==> src/rtl/mem_arb_pkg.sv <==
// Shared types and default widths for the memory port arbiter.
// Contents:
//   DEF_ADDR_W / DEF_DATA_W / DEF_LEN_W : default word-address, data and burst-length widths
//   arb_state_e : arbiter FSM states
//   req_e       : requester identity, used for round-robin history and return routing
//   rd_tag_t    : per-read tag carried down the read-latency pipeline
package mem_arb_pkg;

    localparam int DEF_ADDR_W = 30;
    localparam int DEF_DATA_W = 32;
    localparam int DEF_LEN_W  = 4;

    typedef enum logic [2:0] {
        IDLE,
        CPU_ACC,
        CPU_WAIT,
        GFX_ISSUE,
        GFX_DRAIN
    } arb_state_e;

    typedef enum logic {
        REQ_CPU,
        REQ_GFX
    } req_e;

    typedef struct packed {
        logic valid;
        req_e owner;
        logic last;
    } rd_tag_t;

endpackage

==> src/rtl/rd_lat_pipe.sv <==
// Read-latency tag pipeline: a READ_LAT-deep shift register of {valid, owner, last}.
// A tag pushed in the cycle a read strobe is issued comes out exactly READ_LAT cycles
// later, lined up with the memory's returned data.
// Ports:
//   clk_i    : clock, rising edge
//   rst_n_i  : asynchronous active-low clear (drops every in-flight tag)
//   tag_in   : tag for the read issued this cycle (valid=0 when nothing is issued)
//   tag_out  : tag whose data is on the memory read bus this cycle
module rd_lat_pipe
    import mem_arb_pkg::*;
#(
    parameter int READ_LAT = 1
) (
    input  logic    clk_i,
    input  logic    rst_n_i,
    input  rd_tag_t tag_in,
    output rd_tag_t tag_out
);

    rd_tag_t stage_q [READ_LAT];

    // Plain shift register; stage 0 takes the new tag, every other stage takes its
    // predecessor. Reset clears all stages so no stale rvalid can appear after release.
    always_ff @(posedge clk_i or negedge rst_n_i) begin
        if (!rst_n_i) begin
            for (int i = 0; i < READ_LAT; i++) begin
                stage_q[i] <= '0;
            end
        end else begin
            stage_q[0] <= tag_in;
            for (int i = 1; i < READ_LAT; i++) begin
                stage_q[i] <= stage_q[i-1];
            end
        end
    end

    assign tag_out = stage_q[READ_LAT-1];

endmodule

==> src/rtl/mem_port_arbiter.sv <==
// Round-robin sequencing arbiter sharing a single-port data memory between a CPU
// requester (single-word reads/writes) and a graphics fetch requester (read bursts).
// Ports:
//   clk_i, rst_n_i                 : clock and asynchronous active-low reset
//   cpu_req_i/we_i/addr_i/wdata_i  : CPU request, held until cpu_gnt_o
//   cpu_gnt_o, cpu_rvalid_o        : CPU handshake and read-return pulse
//   cpu_rdata_o                    : CPU read data, held until the next return
//   gfx_req_i/addr_i/len_i         : graphics burst request (length = len+1 words)
//   gfx_gnt_o, gfx_rvalid_o        : graphics handshake and per-word return pulse
//   gfx_rdata_o, gfx_last_o        : returned burst word and final-word marker
//   mem_MR_o, mem_MW_o             : memory read / write strobes
//   mem_address_o, mem_data_o      : memory word address and write data
//   mem_data_i                     : memory read data, READ_LAT cycles after mem_MR_o
// READ_LAT is legal in 1..4.
module mem_port_arbiter
    import mem_arb_pkg::*;
#(
    parameter int ADDR_W   = DEF_ADDR_W,
    parameter int DATA_W   = DEF_DATA_W,
    parameter int READ_LAT = 1,
    parameter int LEN_W    = DEF_LEN_W
) (
    input  logic              clk_i,
    input  logic              rst_n_i,
    input  logic              cpu_req_i,
    input  logic              cpu_we_i,
    input  logic [ADDR_W-1:0] cpu_addr_i,
    input  logic [DATA_W-1:0] cpu_wdata_i,
    output logic              cpu_gnt_o,
    output logic              cpu_rvalid_o,
    output logic [DATA_W-1:0] cpu_rdata_o,
    input  logic              gfx_req_i,
    input  logic [ADDR_W-1:0] gfx_addr_i,
    input  logic [LEN_W-1:0]  gfx_len_i,
    output logic              gfx_gnt_o,
    output logic              gfx_rvalid_o,
    output logic [DATA_W-1:0] gfx_rdata_o,
    output logic              gfx_last_o,
    output logic              mem_MR_o,
    output logic              mem_MW_o,
    output logic [ADDR_W-1:0] mem_address_o,
    output logic [DATA_W-1:0] mem_data_o,
    input  logic [DATA_W-1:0] mem_data_i
);

    arb_state_e        state_q, state_d;
    req_e              last_grant_q;
    logic              we_q;
    logic [ADDR_W-1:0] addr_q;
    logic [DATA_W-1:0] wdata_q;
    logic [LEN_W-1:0]  len_q;
    logic [LEN_W-1:0]  k_q;
    logic [DATA_W-1:0] cpu_rdata_q;
    rd_tag_t           issue_tag;
    rd_tag_t           ret_tag;

    // State register.
    always_ff @(posedge clk_i or negedge rst_n_i) begin
        if (!rst_n_i) begin
            state_q <= IDLE;
        end else begin
            state_q <= state_d;
        end
    end

    // Next state and all strobe/grant outputs. Grants are combinational in IDLE and
    // are also held low while reset is asserted, since reset parks the FSM in IDLE
    // while requests may still be high. On a tie the requester that did not win last
    // time gets the grant.
    always_comb begin
        state_d       = state_q;
        cpu_gnt_o     = 1'b0;
        gfx_gnt_o     = 1'b0;
        mem_MR_o      = 1'b0;
        mem_MW_o      = 1'b0;
        mem_address_o = '0;
        mem_data_o    = '0;
        issue_tag     = '0;
        case (state_q)
            IDLE: begin
                if (rst_n_i) begin
                    if (cpu_req_i && (!gfx_req_i || last_grant_q == REQ_GFX)) begin
                        cpu_gnt_o = 1'b1;
                        state_d   = CPU_ACC;
                    end else if (gfx_req_i) begin
                        gfx_gnt_o = 1'b1;
                        state_d   = GFX_ISSUE;
                    end
                end
            end
            CPU_ACC: begin
                mem_address_o = addr_q;
                if (we_q) begin
                    mem_MW_o   = 1'b1;
                    mem_data_o = wdata_q;
                    state_d    = IDLE;
                end else begin
                    mem_MR_o  = 1'b1;
                    issue_tag = '{valid: 1'b1, owner: REQ_CPU, last: 1'b0};
                    state_d   = CPU_WAIT;
                end
            end
            CPU_WAIT: begin
                if (cpu_rvalid_o) begin
                    state_d = IDLE;
                end
            end
            GFX_ISSUE: begin
                mem_MR_o      = 1'b1;
                mem_address_o = addr_q;
                issue_tag     = '{valid: 1'b1, owner: REQ_GFX, last: (k_q == len_q)};
                if (k_q == len_q) begin
                    state_d = GFX_DRAIN;
                end
            end
            GFX_DRAIN: begin
                if (gfx_rvalid_o && gfx_last_o) begin
                    state_d = IDLE;
                end
            end
            default: state_d = IDLE;
        endcase
    end

    // Request capture on grant, and the burst address/word counters. The address
    // register simply rolls over at the top of the word-address space.
    always_ff @(posedge clk_i or negedge rst_n_i) begin
        if (!rst_n_i) begin
            last_grant_q <= REQ_GFX;
            we_q         <= 1'b0;
            addr_q       <= '0;
            wdata_q      <= '0;
            len_q        <= '0;
            k_q          <= '0;
        end else if (cpu_gnt_o) begin
            last_grant_q <= REQ_CPU;
            we_q         <= cpu_we_i;
            addr_q       <= cpu_addr_i;
            wdata_q      <= cpu_wdata_i;
        end else if (gfx_gnt_o) begin
            last_grant_q <= REQ_GFX;
            addr_q       <= gfx_addr_i;
            len_q        <= gfx_len_i;
            k_q          <= '0;
        end else if (state_q == GFX_ISSUE) begin
            addr_q <= addr_q + 1'b1;
            k_q    <= k_q + 1'b1;
        end
    end

    // CPU read data is shown straight from the memory bus in its return cycle and
    // then held from this register until the next CPU return.
    always_ff @(posedge clk_i or negedge rst_n_i) begin
        if (!rst_n_i) begin
            cpu_rdata_q <= '0;
        end else if (cpu_rvalid_o) begin
            cpu_rdata_q <= mem_data_i;
        end
    end

    rd_lat_pipe #(
        .READ_LAT (READ_LAT)
    ) u_rd_lat_pipe (
        .clk_i   (clk_i),
        .rst_n_i (rst_n_i),
        .tag_in  (issue_tag),
        .tag_out (ret_tag)
    );

    assign cpu_rvalid_o = ret_tag.valid && (ret_tag.owner == REQ_CPU);
    assign gfx_rvalid_o = ret_tag.valid && (ret_tag.owner == REQ_GFX);
    assign gfx_last_o   = gfx_rvalid_o && ret_tag.last;
    assign gfx_rdata_o  = gfx_rvalid_o ? mem_data_i : '0;
    assign cpu_rdata_o  = cpu_rvalid_o ? mem_data_i : cpu_rdata_q;

endmodule

==> config.mk <==
export PLATFORM = sky130hd
export DESIGN_NAME = mem_port_arbiter
export DESIGN_NICKNAME = d
export VERILOG_FILES = /design/src/rtl/mem_arb_pkg.sv /design/src/rtl/rd_lat_pipe.sv /design/src/rtl/mem_port_arbiter.sv
export SDC_FILE = /design/constraint.sdc
export NUM_CORES = 1
export LEC_CHECK = 0
export ABC_AREA = 1
export CAP_MARGIN = 20
export CORE_MARGIN = 1.5
export CORE_UTILIZATION = 33
export DETAILED_ROUTE_END_ITERATION = 10
export GPL_ROUTABILITY_DRIVEN = 0
export GPL_TIMING_DRIVEN = 1
export PLACE_DENSITY = 0.73
export SETUP_SLACK_MARGIN = 0.15
export SLEW_MARGIN = 20
export SYNTH_ARGS = -nofsm -noshare
export SYNTH_HDL_FRONTEND = slang
export SYNTH_HIERARCHICAL = 1
export SYNTH_SLANG_ARGS = --single-unit
export TNS_END_PERCENT = 30
==> constraint.sdc <==
create_clock -name clk_i -period 2.3 [get_ports clk_i]
set_input_delay 0.46 -clock clk_i [delete_from_list [all_inputs] [get_ports clk_i]]
set_output_delay 0.46 -clock clk_i [all_outputs]
set_load 0.03 [all_outputs]
Word-level counts from Yosys, hierarchy flattened:

Cells that the tools add are included.

* input bits: 133
* flip-flop bits (word level): 110
* output and inout bits: 133
* word-level logic and storage cells: 73

* equal/unequal tests: 10
* bitwise logic cells: 2
* add/subtract/negate cells: 2
* reduce and logical (&&, ||, !) cells: 15
* muxes and demuxes: 33

Operator list (number)
* 2-to-1 mux 32 bit: 4
* 2-to-1 mux 30 bit: 4
* adder 30 x 1 -> 30 bit (second input constant): 1
* 2-to-1 mux 3 bit: 7
* case mux 3 bit (5 select lines): 1
* 2-to-1 mux 1 bit: 12
* 2-to-1 mux 4 bit: 2
* inequality test 2 bit (second input constant): 4
* == test 3 x 2 -> 1 bit (second input constant): 2
* case mux 3 bit (2 select lines): 1
* logical AND 1 bit: 5
* AND reduction 5 bit: 1
* adder 4 x 1 -> 4 bit (second input constant): 1
* == test 4 bit: 1
* AND reduction 2 bit: 2
* nonzero test 2 bit: 2
* == test 3 x 1 -> 1 bit (second input constant): 1
* == test 3 bit (second input constant): 1
* zero test 3 bit: 1
* inequality test 3 bit (second input constant): 1
* nonzero test 3 bit: 1
* 2-to-1 mux 2 bit: 1
* inverter 1 bit: 2
* case mux 1 bit (2 select lines): 1
* 3 further kinds: 3

Depth between registers and ports, before layout:

* depth in word-level cells: 8
* mapped depth: 11
* mapped depth without buffers: 11

Hierarchy:

The synthesis kept the hierarchy.

By module, submodules not included
* mem_port_arbiter: cells an instance 921, times used 1, seq. area each 2678.8 um^2, area each 6219.7 um^2
* rd_lat_pipe: cells an instance 3, times used 1, seq. area each 75.1 um^2, area each 75.1 um^2

Worst setup path before layout:

Ideal clock, no wire load.

* path kind: register -> output
* from: register u_rd_lat_pipe.stage_q, in the netlist u_rd_lat_pipe/tag_out[1]
* to: output port cpu_rdata_o[0]
* buffers on the path: 2
* data required time: 1.840 ns
* path slack: 0.246 ns
* stages on the path, launching flop included: 6
* data arrival time: 1.594 ns
* cell sequence: dfrtp_1 -> inv_1 -> nand2_1 -> clkbuf_1 -> clkbuf_1 -> o21ai_0

* cells in the longest elaborated chain, start to end: 3

RTL lines
* start, declared: line rd_lat_pipe.sv:20 `rd_tag_t stage_q [READ_LAT];`
* start signal, assigned by index: line rd_lat_pipe.sv:32 `stage_q[i] <= stage_q[i-1];`
* inverter 1 bit: line mem_port_arbiter.sv:170 `assign cpu_rvalid_o = ret_tag.valid && (ret_tag.owner == REQ_CPU);`
* logical AND 1 bit: line mem_port_arbiter.sv:170
* 2-to-1 mux 32 bit: line mem_port_arbiter.sv:174 `assign cpu_rdata_o = cpu_rvalid_o ? mem_data_i : cpu_rdata_q;`
* end, declared: line mem_port_arbiter.sv:31 `output logic [DATA_W-1:0] cpu_rdata_o,`

No other way between the ends.

Final worst setup path:

* from: register state_q[2]
* to: output port mem_address_o[29]

* cells in the longest elaborated chain, start to end: 3
* elaborated cells between the ends (all ways): 4
* classes of those cells: eq/ne: 2; mux: 1; reduce/logical: 1

RTL lines
* start, declared: line mem_port_arbiter.sv:46 `arb_state_e state_q, state_d;`
* start signal, assigned: line mem_port_arbiter.sv:62 `state_q <= state_d;`
* == test 3 x 2 -> 1 bit or == test 3 x 1 -> 1 bit (tied branches): line mem_port_arbiter.sv:79 `case (state_q)`
* OR reduction 2 bit (no line) (*)
* 2-to-1 mux 30 bit (*): line mem_port_arbiter.sv:79
* end, declared: line mem_port_arbiter.sv:41 `output logic [ADDR_W-1:0] mem_address_o,`

Every way passes the cells marked *; elsewhere a longest branch is shown, timed or not.

==> results by group <==
Yosys
  • Syn nets: 1059
  • Post-synthesis compound-gate area fraction: under 10%
  • Synthesized instance count: 924
  • #FFs+latches synth: 110
  • Synth warn: 6
  • Mapped Avg Cell Area: between 6 and 7 sq um
  • Simple-gate portion of the synthesized area: ~34%
  • Multiplexer share of the synthesized area: 0%
  • Post-Synth XOR/XNOR Area: around 1.4%
  • Adder-Cell Fraction of Synth Area: less than 1%
  • Library cells used by synthesis: 32
  • Largest family of logic cells by synthesized area: simple AND/OR/NAND/NOR gates
  • Sequential share of the synthesized area: 43.75%
  • Mapped Area: about 6300 sq um

Drt
  • Drt drc: 0
  • DRT iter0 DRCs: approximately 400
  • Vias per cell: between 4 and 5
  • Via Count: ~6500
  • 1st-pass router iterations: 5
  • Post-route ant nets: 0
  • Total wire length: between 15 and 20 mm
  • Avg WL per Cell: 13.98 um

Setup path
  • Worst-path fanout max: 10
  • WP buf/inv: 4
  • Worst path top cell family by delay: buffers and inverters
  • CP max-delay cell: dfrtp_1
  • Crit path DAT: approximately 1.7 ns
  • Most frequent cell on the critical path: buf_4
  • Worst Path Required: approximately 1.8 ns
  • Critical path capture point type: output port
  • CP cell instances: inv_2 > nand2_8 > buf_4 > buf_4 > nor2_1 > buf_12
  • Worst R2R Path Depth: 9
  • Critical path's largest stage delay: 0.39 ns
  • Crit Path Category: reg -> out
  • Critical path depth: 6
  • Startpoint Class: register

Placed design
  • Placed insts: between 1000 and 1500
  • Post-detail-place hpwl: between 15 and 20 mm
  • PortBufs: around 270

Timing
  • Achievable frequency: 461.4 MHz
  • Setup TNS: 0 ns
  • Final hold vios: 0
  • Setup Viol. Count Final: 0
  • Post-layout min period: about 2.2 ns
  • Max_slew headroom: around three fifths
  • Worst Tran Pin Value: roughly 0.6 ns
  • Slew Viols, Final: 0
  • Hold slack: between 0.15 and 0.2 ns
  • Worst clock skew: about 0.012 ns
  • RSZ-0062 raised after global routing: yes
  • Fin crit share: between 90% and 100%

Die
  • # rows: 50
  • Starting Density: 33.65%
  • Die height: approximately 140 um
  • I/O pins: around 270
  • Die width: ~140 um
  • Overall die area: 19910 sq um
  • Core area: about 19000 sq um

GRT
  • First-pass GRT wire length: 31.60 mm
  • Initial antenna violation count: 0
  • Number of global-route vias before repair: between 6000 and 7000
  • GRT overflow: 0
  • Largest net degree at the start of global routing: 51
  • Global-route usage over all layers: 20.30%

Layout
  • Core Util, Final: 51.34%
  • Share of cells above drive strength 1: between 10% and 20%
  • Most frequent cells in the layout: nand2_1, nor2_1, clkdlybuf4s50_1, inv_1, buf_4
  • Antenna cell count: 0
  • Nets@finish: between 1000 and 1500
  • Commonest non-fill, non-tap cell in the layout: nand2_1
  • Synthesis-to-layout area growth: 52.57%
  • Finished Layout Cells: roughly 1400

Clocking
  • Clock slew at reported path FFs: 0.08 ns
  • Hold Buf Count CTS: 0
  • TritonCTS clock tree: built
  • Max Buffers Root-to-Sink: 2
  • Total CTS buffers: 9
  • H-tree depth: 3
  • Clock latency on the worst-skew pair: about 0.36 ns
  • CTS root buffer: clkbuf_16
  • Clk sink count: 110

Pwr
  • Pwr Total: between 10 and 15 mW
  • Net Sw Power: about 5.2 mW
  • Peak VDD IR: ~460 uV
  • Int Power: ~6 mW
  • Static leakage: just under 5 nW
  • Sequential share of power: around 30%
  • PD cells: approximately 1200 nW/um^2
  • Clock power share: approximately 14%
  • Net Sw Frac: 46.37%
  • Power share of the combinational group: 55.7%

Status
  • Run status: completed

Worst hold path
  • Worst Hold Class: in -> async

Flow run
  • Maxcap violations: 0
cells in the mapped netlist (all sizes together):
master	instances	area share, %
a21boi	1	0.18
a21oi	30	2.4
a22o	1	0.14
a22oi	1	0.12
buf	20	2.2
clkbuf	19	1.1
dfrtp	109	43
dfstp	1	0.42
ha	2	0.40
inv	130	7.8
nand2	278	17
nand3	44	3.7
nand4	4	0.40
nor2	194	13
nor3	1	0.079
o2111ai	1	0.14
o211ai	7	0.83
o21ai	69	5.5
o31ai	1	0.12
or2	1	0.099
xnor2	4	0.56
xor2	6	0.83
through the flow:
| stage | worst slack [ns] | area (sq um) |
|---|---|---|
| final | 0.1326 | 9604 |
| after global routing | 0.07522 | 9604 |
| after CTS | 0.09576 | 9587 |
| after detailed placement | 0.1232 | 9244 |
| after global placement | 0.1683 | 9244 |
| after floorplan | 0.2462 | 6295 |
final cells by class:
cell class,count,area [sq um]
Multi-Input combinational cell,645,2868
Timing Repair Buffer,293,2908
Fill cell,1779,9101
Sequential cell,110,2754
Clock inverter,5,51.30
Inverter,130,488.0
Clock buffer,11,242.7
Tap cell,234,292.8
cell families (layout without fill, tap and decap cells):
group           after synthesis  count (layout)
xor+xnor                     10              10
simple gates                522             522
flops                       110             110
compound gates              111             111
fa+ha+maj                     2               2
buf+inv                     169             439
flip-flops by register name, indices dropped and copies added, names as in the netlist:
register,count
cpu_rdata_q,32
wdata_q,32
addr_q,30
k_q,4
len_q,4
state_q,3
u_rd_lat_pipe/tag_out,3
last_grant_q,1
we_q,1
timing repair:
action / CTS / global route
setup endpoints to repair: 66 / 61
gates resized for setup: 14 / 18
buffers inserted: 4 / 0
power groups by stage:
stage | Combinational (mW) | Sequential, mW | Clock (mW)
after floorplan | 3.87 | 3.29 | 0
after global placement | 6.14 | 3.41 | 0
after detailed placement | 6.22 | 3.44 | 0
after CTS | 6.30 | 3.41 | 1.63
after global routing | 6.91 | 3.55 | 1.71
final | 6.30 | 3.42 | 1.58
layer usage:
| metal | track usage (%) | vias up | wire length [um] |
|---|---|---|---|
| li1 | - | 3352 | - |
| met1 | 25.53 | 2899 | 8576 |
| met2 | 34.42 | 255 | 9548 |
| met3 | 3.974 | 31 | 1340 |
| met4 | 7.840 | 0 | 499 |
| met5 | 0 | - | 0 |
path summary, 6_finish.rpt:
path                                           start                        end  slack [ns]
min in group clk_i         cpu_rdata_q[18]$_DFF_PN0_  cpu_rdata_q[18]$_DFF_PN0_        0.50
max in group asynchronous                    rst_n_i     addr_q[16]$_DFFE_PN0P_        1.66
max                           state_q[2]$_DFFE_PN0P_          mem_address_o[29]        0.13
max reg2reg                   state_q[0]$_DFFE_PN0P_     addr_q[27]$_DFFE_PN0P_        0.25
min                                          rst_n_i    wdata_q[21]$_DFFE_PN0P_        0.17
min reg2reg                cpu_rdata_q[18]$_DFF_PN0_  cpu_rdata_q[18]$_DFF_PN0_        0.50
(Power assumes the default switching activity.)
